==> src/rtl/mult_div_seq_if.sv <==
// Handshake and data bundle between the control unit and the multiply/divide unit.
interface mult_div_seq_if #(
    parameter int WIDTH = 32
);
    logic             start;
    logic             op;
    logic [WIDTH-1:0] src_a;
    logic [WIDTH-1:0] src_b;
    logic [WIDTH-1:0] hi_out;
    logic [WIDTH-1:0] lo_out;
    logic             busy;
    logic             done;
    logic             div_zero;

    // Control unit side: issues requests and consumes HI/LO.
    modport master (
        output start, op, src_a, src_b,
        input  hi_out, lo_out, busy, done, div_zero
    );

    // Unit side.
    modport slave (
        input  start, op, src_a, src_b,
        output hi_out, lo_out, busy, done, div_zero
    );
endinterface

==> src/rtl/mult_div_seq.sv <==
// Multicycle signed multiply (radix-2 Booth) / divide (restoring, on magnitudes).
// One bit per cycle; HI/LO load in FIN, done pulses the cycle after.
module mult_div_seq #(
    parameter int WIDTH = 32
) (
    input  logic          clock,
    input  logic          reset,
    mult_div_seq_if.slave bus
);
    localparam int CW = (WIDTH > 1) ? $clog2(WIDTH) : 1;
    localparam logic [CW-1:0] LAST = CW'(WIDTH - 1);

    typedef enum logic [1:0] {IDLE, CALC, FIN, DZ} state_t;

    state_t           state_q, state_d;
    logic [CW-1:0]    cnt_q, cnt_d;
    logic             op_q, op_d;
    logic [WIDTH:0]   acc_q, acc_d;      // Booth accumulator / partial remainder
    logic [WIDTH-1:0] qr_q, qr_d;        // multiplier Q / dividend-quotient shifter
    logic             q1_q, q1_d;        // Booth q-1 bit
    logic [WIDTH-1:0] m_q, m_d;          // multiplicand / divisor magnitude
    logic             quo_neg_q, quo_neg_d;
    logic             rem_neg_q, rem_neg_d;
    logic [WIDTH-1:0] hi_q, hi_d;
    logic [WIDTH-1:0] lo_q, lo_d;
    logic             done_q, done_d;
    logic             dz_q, dz_d;

    logic [WIDTH-1:0] abs_a, abs_b, rem_mag;
    logic [WIDTH:0]   m_ext, booth_sum, div_shift, div_trial;

    // Next-state, iteration datapath and result formatting.
    always_comb begin
        state_d   = state_q;
        cnt_d     = cnt_q;
        op_d      = op_q;
        acc_d     = acc_q;
        qr_d      = qr_q;
        q1_d      = q1_q;
        m_d       = m_q;
        quo_neg_d = quo_neg_q;
        rem_neg_d = rem_neg_q;
        hi_d      = hi_q;
        lo_d      = lo_q;
        done_d    = 1'b0;
        dz_d      = 1'b0;

        abs_a   = bus.src_a[WIDTH-1] ? -bus.src_a : bus.src_a;
        abs_b   = bus.src_b[WIDTH-1] ? -bus.src_b : bus.src_b;
        rem_mag = acc_q[WIDTH-1:0];

        m_ext = {m_q[WIDTH-1], m_q};
        case ({qr_q[0], q1_q})
            2'b01:   booth_sum = acc_q + m_ext;
            2'b10:   booth_sum = acc_q - m_ext;
            default: booth_sum = acc_q;
        endcase

        // Remainder stays below the divisor, so the top acc bit is always zero here.
        div_shift = {acc_q[WIDTH-1:0], qr_q[WIDTH-1]};
        div_trial = div_shift - {1'b0, m_q};

        case (state_q)
            IDLE: begin
                if (bus.start) begin
                    op_d  = bus.op;
                    acc_d = '0;
                    q1_d  = 1'b0;
                    cnt_d = '0;
                    if (bus.op) begin
                        qr_d      = abs_a;
                        m_d       = abs_b;
                        quo_neg_d = bus.src_a[WIDTH-1] ^ bus.src_b[WIDTH-1];
                        rem_neg_d = bus.src_a[WIDTH-1];
                        state_d   = (bus.src_b == '0) ? DZ : CALC;
                    end else begin
                        qr_d      = bus.src_a;
                        m_d       = bus.src_b;
                        quo_neg_d = 1'b0;
                        rem_neg_d = 1'b0;
                        state_d   = CALC;
                    end
                end
            end
            CALC: begin
                if (op_q) begin
                    if (!div_trial[WIDTH]) begin
                        acc_d = div_trial;
                        qr_d  = {qr_q[WIDTH-2:0], 1'b1};
                    end else begin
                        acc_d = div_shift;
                        qr_d  = {qr_q[WIDTH-2:0], 1'b0};
                    end
                end else begin
                    // Arithmetic shift right of {acc, Q, q-1}.
                    {acc_d, qr_d, q1_d} = {booth_sum[WIDTH], booth_sum, qr_q};
                end
                cnt_d = cnt_q + CW'(1);
                if (cnt_q == LAST) begin
                    state_d = FIN;
                end
            end
            FIN: begin
                if (op_q) begin
                    hi_d = rem_neg_q ? -rem_mag : rem_mag;
                    lo_d = quo_neg_q ? -qr_q : qr_q;
                end else begin
                    hi_d = acc_q[WIDTH-1:0];
                    lo_d = qr_q;
                end
                done_d  = 1'b1;
                state_d = IDLE;
            end
            DZ: begin
                done_d  = 1'b1;
                dz_d    = 1'b1;
                state_d = IDLE;
            end
            default: state_d = IDLE;
        endcase
    end

    // FSM state register.
    always_ff @(posedge clock) begin
        if (reset) begin
            state_q <= IDLE;
        end else begin
            state_q <= state_d;
        end
    end

    // Datapath and output registers; reset aborts any operation in flight.
    always_ff @(posedge clock) begin
        if (reset) begin
            cnt_q     <= '0;
            op_q      <= 1'b0;
            acc_q     <= '0;
            qr_q      <= '0;
            q1_q      <= 1'b0;
            m_q       <= '0;
            quo_neg_q <= 1'b0;
            rem_neg_q <= 1'b0;
            hi_q      <= '0;
            lo_q      <= '0;
            done_q    <= 1'b0;
            dz_q      <= 1'b0;
        end else begin
            cnt_q     <= cnt_d;
            op_q      <= op_d;
            acc_q     <= acc_d;
            qr_q      <= qr_d;
            q1_q      <= q1_d;
            m_q       <= m_d;
            quo_neg_q <= quo_neg_d;
            rem_neg_q <= rem_neg_d;
            hi_q      <= hi_d;
            lo_q      <= lo_d;
            done_q    <= done_d;
            dz_q      <= dz_d;
        end
    end

    assign bus.busy     = (state_q != IDLE);
    assign bus.done     = done_q;
    assign bus.div_zero = dz_q;
    assign bus.hi_out   = hi_q;
    assign bus.lo_out   = lo_q;
endmodule

==> src/flat_wrapper.sv <==
// flat-port wrapper written by rule: the top's interface ports become plain ports
module mult_div_seq_flat 
#(
    parameter int WIDTH = 32
)
  (clock, reset, bus_start, bus_op, bus_src_a, bus_src_b, bus_hi_out, bus_lo_out, bus_busy, bus_done, bus_div_zero);
  mult_div_seq_if #(.WIDTH(WIDTH)) bus_i ();
  input  logic clock;
  input  logic reset;
  input wire logic [$bits(bus_i.start)-1:0] bus_start;
  input wire logic [$bits(bus_i.op)-1:0] bus_op;
  input wire logic [$bits(bus_i.src_a)-1:0] bus_src_a;
  input wire logic [$bits(bus_i.src_b)-1:0] bus_src_b;
  output wire logic [$bits(bus_i.hi_out)-1:0] bus_hi_out;
  output wire logic [$bits(bus_i.lo_out)-1:0] bus_lo_out;
  output wire logic [$bits(bus_i.busy)-1:0] bus_busy;
  output wire logic [$bits(bus_i.done)-1:0] bus_done;
  output wire logic [$bits(bus_i.div_zero)-1:0] bus_div_zero;
  assign bus_i.start = bus_start;
  assign bus_i.op = bus_op;
  assign bus_i.src_a = bus_src_a;
  assign bus_i.src_b = bus_src_b;
  assign bus_hi_out = bus_i.hi_out;
  assign bus_lo_out = bus_i.lo_out;
  assign bus_busy = bus_i.busy;
  assign bus_done = bus_i.done;
  assign bus_div_zero = bus_i.div_zero;
  mult_div_seq #(.WIDTH(WIDTH)) u_core (.clock(clock), .reset(reset), .bus(bus_i));
endmodule
==> config.mk <==
export PLATFORM = sky130hd
export DESIGN_NAME = mult_div_seq_flat
export DESIGN_NICKNAME = d
export VERILOG_FILES = /design/src/rtl/mult_div_seq_if.sv /design/src/rtl/mult_div_seq.sv /design/src/flat_wrapper.sv
export SDC_FILE = /design/constraint.sdc
export NUM_CORES = 1
export LEC_CHECK = 0
export CAP_MARGIN = 40
export CORE_MARGIN = 1
export CORE_UTILIZATION = 40
export CTS_BUF_LIST = sky130_fd_sc_hd__clkbuf_4 sky130_fd_sc_hd__clkbuf_8 sky130_fd_sc_hd__clkbuf_16
export CTS_CLUSTER_SIZE = 30
export DETAILED_ROUTE_END_ITERATION = 8
export PLACE_DENSITY = 0.61
export REMOVE_ABC_BUFFERS = 1
export SYNTH_ARGS = -nofsm -noshare
export SYNTH_HDL_FRONTEND = slang
export SYNTH_SLANG_ARGS = --single-unit
export TNS_END_PERCENT = 10
==> constraint.sdc <==
create_clock -name clock -period 6.1 [get_ports clock]
set_input_delay 1.22 -clock clock [delete_from_list [all_inputs] [get_ports clock]]
set_output_delay 1.22 -clock clock [all_outputs]
set_load 0.02 [all_outputs]
Word level (Yosys, flattened, before mapping)
Cells that the tools add are included.
- add/sub/neg operators: 8
- equality and inequality tests: 9
- muxes and demuxes: 31
- bitwise logic cells: 1
- reductions and logical operators: 9
- operator list (cell ; number):
    32-bit 2-to-1 mux ; 10
    33-bit case mux with 2 select lines ; 2
    32-bit negation ; 4
    33-bit 2-to-1 mux ; 3
    32-bit case mux with 2 select lines ; 1
    33-bit adder ; 1
    33-bit by 32-bit subtractor with 33-bit output ; 1
    33-bit subtractor ; 1
    32-bit logical NOT ; 1
    5-bit case mux with 2 select lines ; 1
    2-bit 2-to-1 mux ; 4
    1-bit 2-to-1 mux ; 7
    2-bit == test (second input constant) ; 3
    2-bit case mux with 3 select lines ; 1
    2-bit AND reduction ; 3
    5-bit by 1-bit adder with 5-bit output (second input constant) ; 1
    5-bit == test (second input constant) ; 1
    5-bit 2-to-1 mux ; 1
    2-bit by 1-bit == test with 1-bit output (second input constant) ; 2
    2-bit != test (second input constant) ; 2
    2-bit nonzero test ; 2
    3-bit AND reduction ; 1
    2-bit logical NOT ; 1
    2-bit by 1-bit != test with 1-bit output (second input constant) ; 1
    3 further kinds ; 3
- register bits after elaboration: 174
- output and inout port bits: 67
- logic and storage cells: 71

Logic depth before layout (Yosys ltp)
- word-level depth: 5
- gate-level depth with buffers: 20
- gate-level depth less buffers: 19

Worst setup path after synthesis
Ideal clock, no wire load.
- kind: register to register
- from: reg u_core.m_q[0]
- to: reg u_core.acc_q[18]
- setup time: 126 ps
- data arrival time: 4279 ps
- setup slack: 1696 ps
- stages on the path, launching flop included: 19
- buffers on the path: 2
- cell sequence: dfxtp_1 -> ha_1 -> inv_1 -> fa_1 -> a211oi_1 -> o21a_1 -> a21oi_1 -> a211oi_1 -> o21ai_1 -> a211o_1 -> a311oi_1 -> o21ai_0 -> ha_1 -> clkbuf_1 -> clkbuf_1 -> mux2i_1 -> o21ai_0 -> a22oi_1 -> o21ai_0
- longest elaborated chain between the ends: 4
- ends and longest elaborated chain (item ; RTL line ; text):
    start, declared ; mult_div_seq.sv:21 ; logic [WIDTH-1:0] m_q, m_d;
    start signal, assigned ; mult_div_seq.sv:153 ; m_q <= m_d;
    33-bit subtractor, or another cell as far along ; mult_div_seq.sv:55 ; 2'b10: booth_sum = acc_q - m_ext;
    33-bit case mux with 2 select lines or 33-bit 2-to-1 mux (tied branches) ; mult_div_seq.sv:53, mult_div_seq.sv:87 ;
    33-bit 2-to-1 mux * ; mult_div_seq.sv:86 ; if (op_q) begin
    33-bit case mux with 2 select lines * ; mult_div_seq.sv:63 ; case (state_q)
    end signal, assigned ; mult_div_seq.sv:137 ; acc_q <= '0;
    end signal, assigned ; mult_div_seq.sv:150 ; acc_q <= acc_d;
    end, declared ; mult_div_seq.sv:18 ; logic [WIDTH:0] acc_q, acc_d;
Every way passes the cells marked *; elsewhere a longest branch is shown, timed or not.
A chain may end at the register's enable or synchronous reset.

Worst setup path in the final report
- from: reg u_core.m_q[1]
- to: reg u_core.acc_q[32]
Same word-level chain as after synthesis.

==> metrics.md <==
| Metric | Value |
|---|---|
| Outcome | finished clean |
| Worst setup path category | register to register |
| Maximum number of pins on one net before global-route repair | slightly above 70 |
| Relative contribution of sequential cells to total power | about 35% |
| Startpoint types | register |
| Share of the clock period used by the worst path after layout | between 70% and 80% |
| Count of unresolved DRC violations after routing | 0 |
| Clock slew at reported path FFs | about 0.07 ns |
| DRT Pass-1 Iters | 7 |
| Core area | ~34000 sq um |
| Count of different cell masters after synthesis | between 70 and 80 |
| Worst Skew | 0.008669 ns |
| Vias post-DR | 13300 |
| Placed wire-length estimate | 30170 um |
| Overflow left after global routing | 0 |
| Proportion of synthesized chip area in sequential cells | 25.12% |
| Type of element capturing the critical path | register |
| H-tree depth | 4 |
| Antenna fix cells | 0 |
| Die outline area | 35420 sq um |
| Fmax | about 0.21 GHz |
| Share of cells above drive strength 1 | around 3.8% |
| Total placed cells including tap cells | 2296 |
| Multiplexer fraction of the synthesized cell area | ~3.8% |
| RSZ-0062 raised after global routing | false |
| Xor-xnor portion of the synthesized cell area | between 10% and 20% |
| Number of max-capacitance violations reported | 0 |
| Compound-Gate Fraction of Synth Area | approximately 28% |
| Crit path arrival time | ~5.1 ns |
| Count of hold-fix buffers inserted at cts | 0 |
| #FFs+latches synth | 174 |
| Number of warnings reported in the yosys synthesis log | 0 |
| Leakage power of the design | around 5.7 nW |
| Global-route wire length before repair | between 60000 and 70000 um |
| Worst-margin pin slew | a little under 0.9 ns |
| Crit path time final | around 4.8 ns |
| Clock buffers created by TritonCTS | 17 |
| Hold_ws | around 0.47 ns |
| Buffers on Ports | 134 |
| Clock root buffer | sky130_fd_sc_hd__clkbuf_16 |
| Aggregate global-route resource usage | a little under a quarter |
| Worst skew pair latency | roughly 0.44 ns |
| Pwr per Cell Area | between 200 and 250 nW/um^2 |
| Number of core rows | between 60 and 70 |
| Final Hold Viols | 0 |
| Simple-gate share of the synthesized area | between 10% and 20% |
| Chip height | 188.2 um |
| Clock tree from TritonCTS | yes |
| Required time of the critical path | 6.43 ns |
| Placer's final routability congestion estimate | slightly above 0.9 |
| Chip width | between 150 and 200 um |
| Headroom to the max-slew limit | a little over two fifths |
| Via/cell ratio | ~5.7 |
| Total chip power | about 3.7 mW |
| Wirelength, routed | 40340 um |
| Post-CTS sizing | 0 |
| Commonest cells after routing, fill and taps aside | sky130_fd_sc_hd__nor2_1, sky130_fd_sc_hd__dfxtp_1, sky130_fd_sc_hd__a211oi_1, sky130_fd_sc_hd__a21oi_1, sky130_fd_sc_hd__clkdlybuf4s50_1 |
| Largest fanout on the critical path | 6 |
| Switching power share of the total | ~37% |
| Final count of pins violating max slew | 0 |
| Hold/Removal Path Class | register to register |
| Layout area overhead | 15.43% |
| Number of setup violations in the final report | 0 |
| Maximum VDD drop | around 200 uV |
| Share of synthesized registers carrying an async set or reset | 0% |
| Final Instance Count excl. Fillers | 2326 |
| Number of antenna violations at the first check in global routing | 0 |
| Number of fill cells | 3311 |
| Synthesized area per cell | roughly 7.6 sq um |
| Multi-input combinational cell area | between 9000 and 10000 sq um |
| Number of synthesized flops with an enable pin | 0 |
| Effective utilization at floorplan | between 40 and 50% |
| DRC violation total after the first TritonRoute iteration | approximately 1000 |
| Number of instances in the synthesized netlist | 1818 |
| Number of antenna-violating nets in the routed design | 0 |
| Commonest register cell after synthesis | sky130_fd_sc_hd__dfxtp_1 |
| Top-level port count | ~140 |
| Summed negative setup slack over all endpoints | 0 ns |
| Clk network pwr share | about 29% |
| Total Nets Final | 2010 |
| Number of clock sinks | approximately 170 |
| Main combinational cell family by area after synthesis | compound AO/OA/AOI/OAI gates |
| Vias in the first global route | between 10000 and 15000 |
| Storage cell area | around 3500 sq um |
| Synthesized-area fraction occupied by adder cells | 6.874% |
| Worst-case clock buffer depth | 2 |
| Summed instance area of the synthesized netlist | approximately 14000 sq um |
| Internal power | about 2.3 mW |
| Comb pwr share | approximately a third |
| Fin util | between 40% and 50% |
| Post-CTS Setup Inserts | 0 |
| Net switching power | around 1.4 mW |
| DR WL/cell | 17.34 um |
| Most common cell after layout, fill and taps aside | sky130_fd_sc_hd__nor2_1 |
metrics by stage:
stage	cell area, sq um	setup slack, ns
detailed placement	15440	1.326
global route	16010	0.8246
floorplan	13330	0.9719
CTS	16010	1.323
finish	16010	1.307
global placement	15380	1.452
final timing paths:
path | from | endpoint | slack, ns | depth (start not counted)
hold / removal | u_core.quo_neg_q | u_core.quo_neg_q | 0.47 | 2
setup reg to reg | u_core.m_q[1] | u_core.acc_q[32] | 1.31 | 16
setup / recovery | u_core.m_q[1] | u_core.acc_q[32] | 1.31 | 16
hold reg to reg | u_core.quo_neg_q | u_core.quo_neg_q | 0.47 | 2
power groups by stage:
stage	Combinational, mW	Clock [mW]	Sequential, mW
6_report	1.29	1.08	1.30
5_1_grt	1.43	1.16	1.31
4_1_cts	1.28	1.10	1.30
3_3_place_gp	1.26	0	1.32
3_5_place_dp	1.27	0	1.32
2_1_floorplan	0.937	0	1.29
synthesized netlist by cell type (6+ instances only):
cell	number	area share [%]
sky130_fd_sc_hd__nor2_1	222	6.0
sky130_fd_sc_hd__dfxtp_1	174	25
sky130_fd_sc_hd__a211oi_1	150	8.1
sky130_fd_sc_hd__a21oi_1	147	5.3
sky130_fd_sc_hd__nand2_1	122	3.3
sky130_fd_sc_hd__xnor2_1	109	6.9
sky130_fd_sc_hd__clkbuf_1	98	2.7
sky130_fd_sc_hd__o21ai_0	88	3.2
sky130_fd_sc_hd__xor2_1	78	4.9
sky130_fd_sc_hd__inv_1	75	2.0
sky130_fd_sc_hd__ha_1	73	6.6
sky130_fd_sc_hd__mux2i_1	47	3.4
sky130_fd_sc_hd__nor3_1	39	1.4
sky130_fd_sc_hd__a31oi_1	37	1.7
sky130_fd_sc_hd__nand3_1	30	1.1
sky130_fd_sc_hd__a21o_1	22	1.2
sky130_fd_sc_hd__or3_1	22	0.99
sky130_fd_sc_hd__a311oi_1	19	1.2
sky130_fd_sc_hd__o31ai_1	19	1.0
sky130_fd_sc_hd__nand2b_1	18	0.81
sky130_fd_sc_hd__o211ai_1	18	0.97
sky130_fd_sc_hd__nor4_1	17	0.77
sky130_fd_sc_hd__buf_1	13	0.35
sky130_fd_sc_hd__o41ai_1	12	0.76
sky130_fd_sc_hd__o21a_1	11	0.60
sky130_fd_sc_hd__and2_1	10	0.45
sky130_fd_sc_hd__and3_1	10	0.45
sky130_fd_sc_hd__nor2b_1	9	0.41
sky130_fd_sc_hd__a22o_1	8	0.51
sky130_fd_sc_hd__or4_1	8	0.43
sky130_fd_sc_hd__a32o_1	7	0.51
sky130_fd_sc_hd__a211o_1	6	0.38
sky130_fd_sc_hd__clkbuf_8	6	0.60
per-layer routing:
metal	track usage, %	share of wire [%]	wire length, um	vias up
li1	-	-	-	6758
met1	33.03	49	19760	6104
met2	35.75	43	17390	403
met3	2.533	6.5	2620	37
met4	5.222	1.4	562	0
met5	0	0	0	-
flip-flops by register name, summed over array words and instances, names as in the netlist:
signal and cells:
u_core.bus.lo_out 32, u_core.state_q 2, u_core.bus.div_zero 1, u_core.bus.hi_out 32
u_core.rem_neg_q 1, u_core.acc_q 33, u_core.cnt_q 5, u_core.op_q 1
u_core.bus.done 1, u_core.qr_q 32, u_core.m_q 32, u_core.quo_neg_q 1
u_core.q1_q 1
worst max-delay path, stage by stage, from the launching register on:
cell and delay (ns):
sky130_fd_sc_hd__dfxtp_1 0.33, sky130_fd_sc_hd__inv_1 0.19, sky130_fd_sc_hd__ha_1 0.23, sky130_fd_sc_hd__nor4b_1 0.69, sky130_fd_sc_hd__nand2_1 0.16, sky130_fd_sc_hd__nor2_1 0.28
sky130_fd_sc_hd__a31oi_1 0.15, sky130_fd_sc_hd__xnor2_1 0.14, sky130_fd_sc_hd__ha_1 0.39, sky130_fd_sc_hd__nand2_1 0.07, sky130_fd_sc_hd__a2111oi_0 0.66, sky130_fd_sc_hd__o21ai_0 0.36
sky130_fd_sc_hd__a21oi_1 0.25, sky130_fd_sc_hd__xnor2_1 0.20, sky130_fd_sc_hd__nor3_1 0.08, sky130_fd_sc_hd__o31a_1 0.31, sky130_fd_sc_hd__a22o_1 0.17
final cells by class:
| cell class | instances | share of cell area, % |
|---|---|---|
| Clock inverter | 8 | 0.5236 |
| Inverter | 75 | 1.758 |
| Clock buffer | 22 | 3.009 |
| Sequential cell | 174 | 21.78 |
| Timing Repair Buffer | 152 | 9.480 |
| Multi-Input combinational cell | 1447 | 59.95 |
| Tap cell | 448 | 3.501 |
cells by family after synthesis:
| family | count (synthesis) |
|---|---|
| adder cells (fa/ha/maj) | 75 |
| buffers and inverters | 197 |
| AO/OA/AOI/OAI | 594 |
| XOR/XNOR | 187 |
| AND/OR/NAND/NOR | 539 |
| multiplexers | 52 |
| flip-flops | 174 |
(Power assumes the default switching activity.)
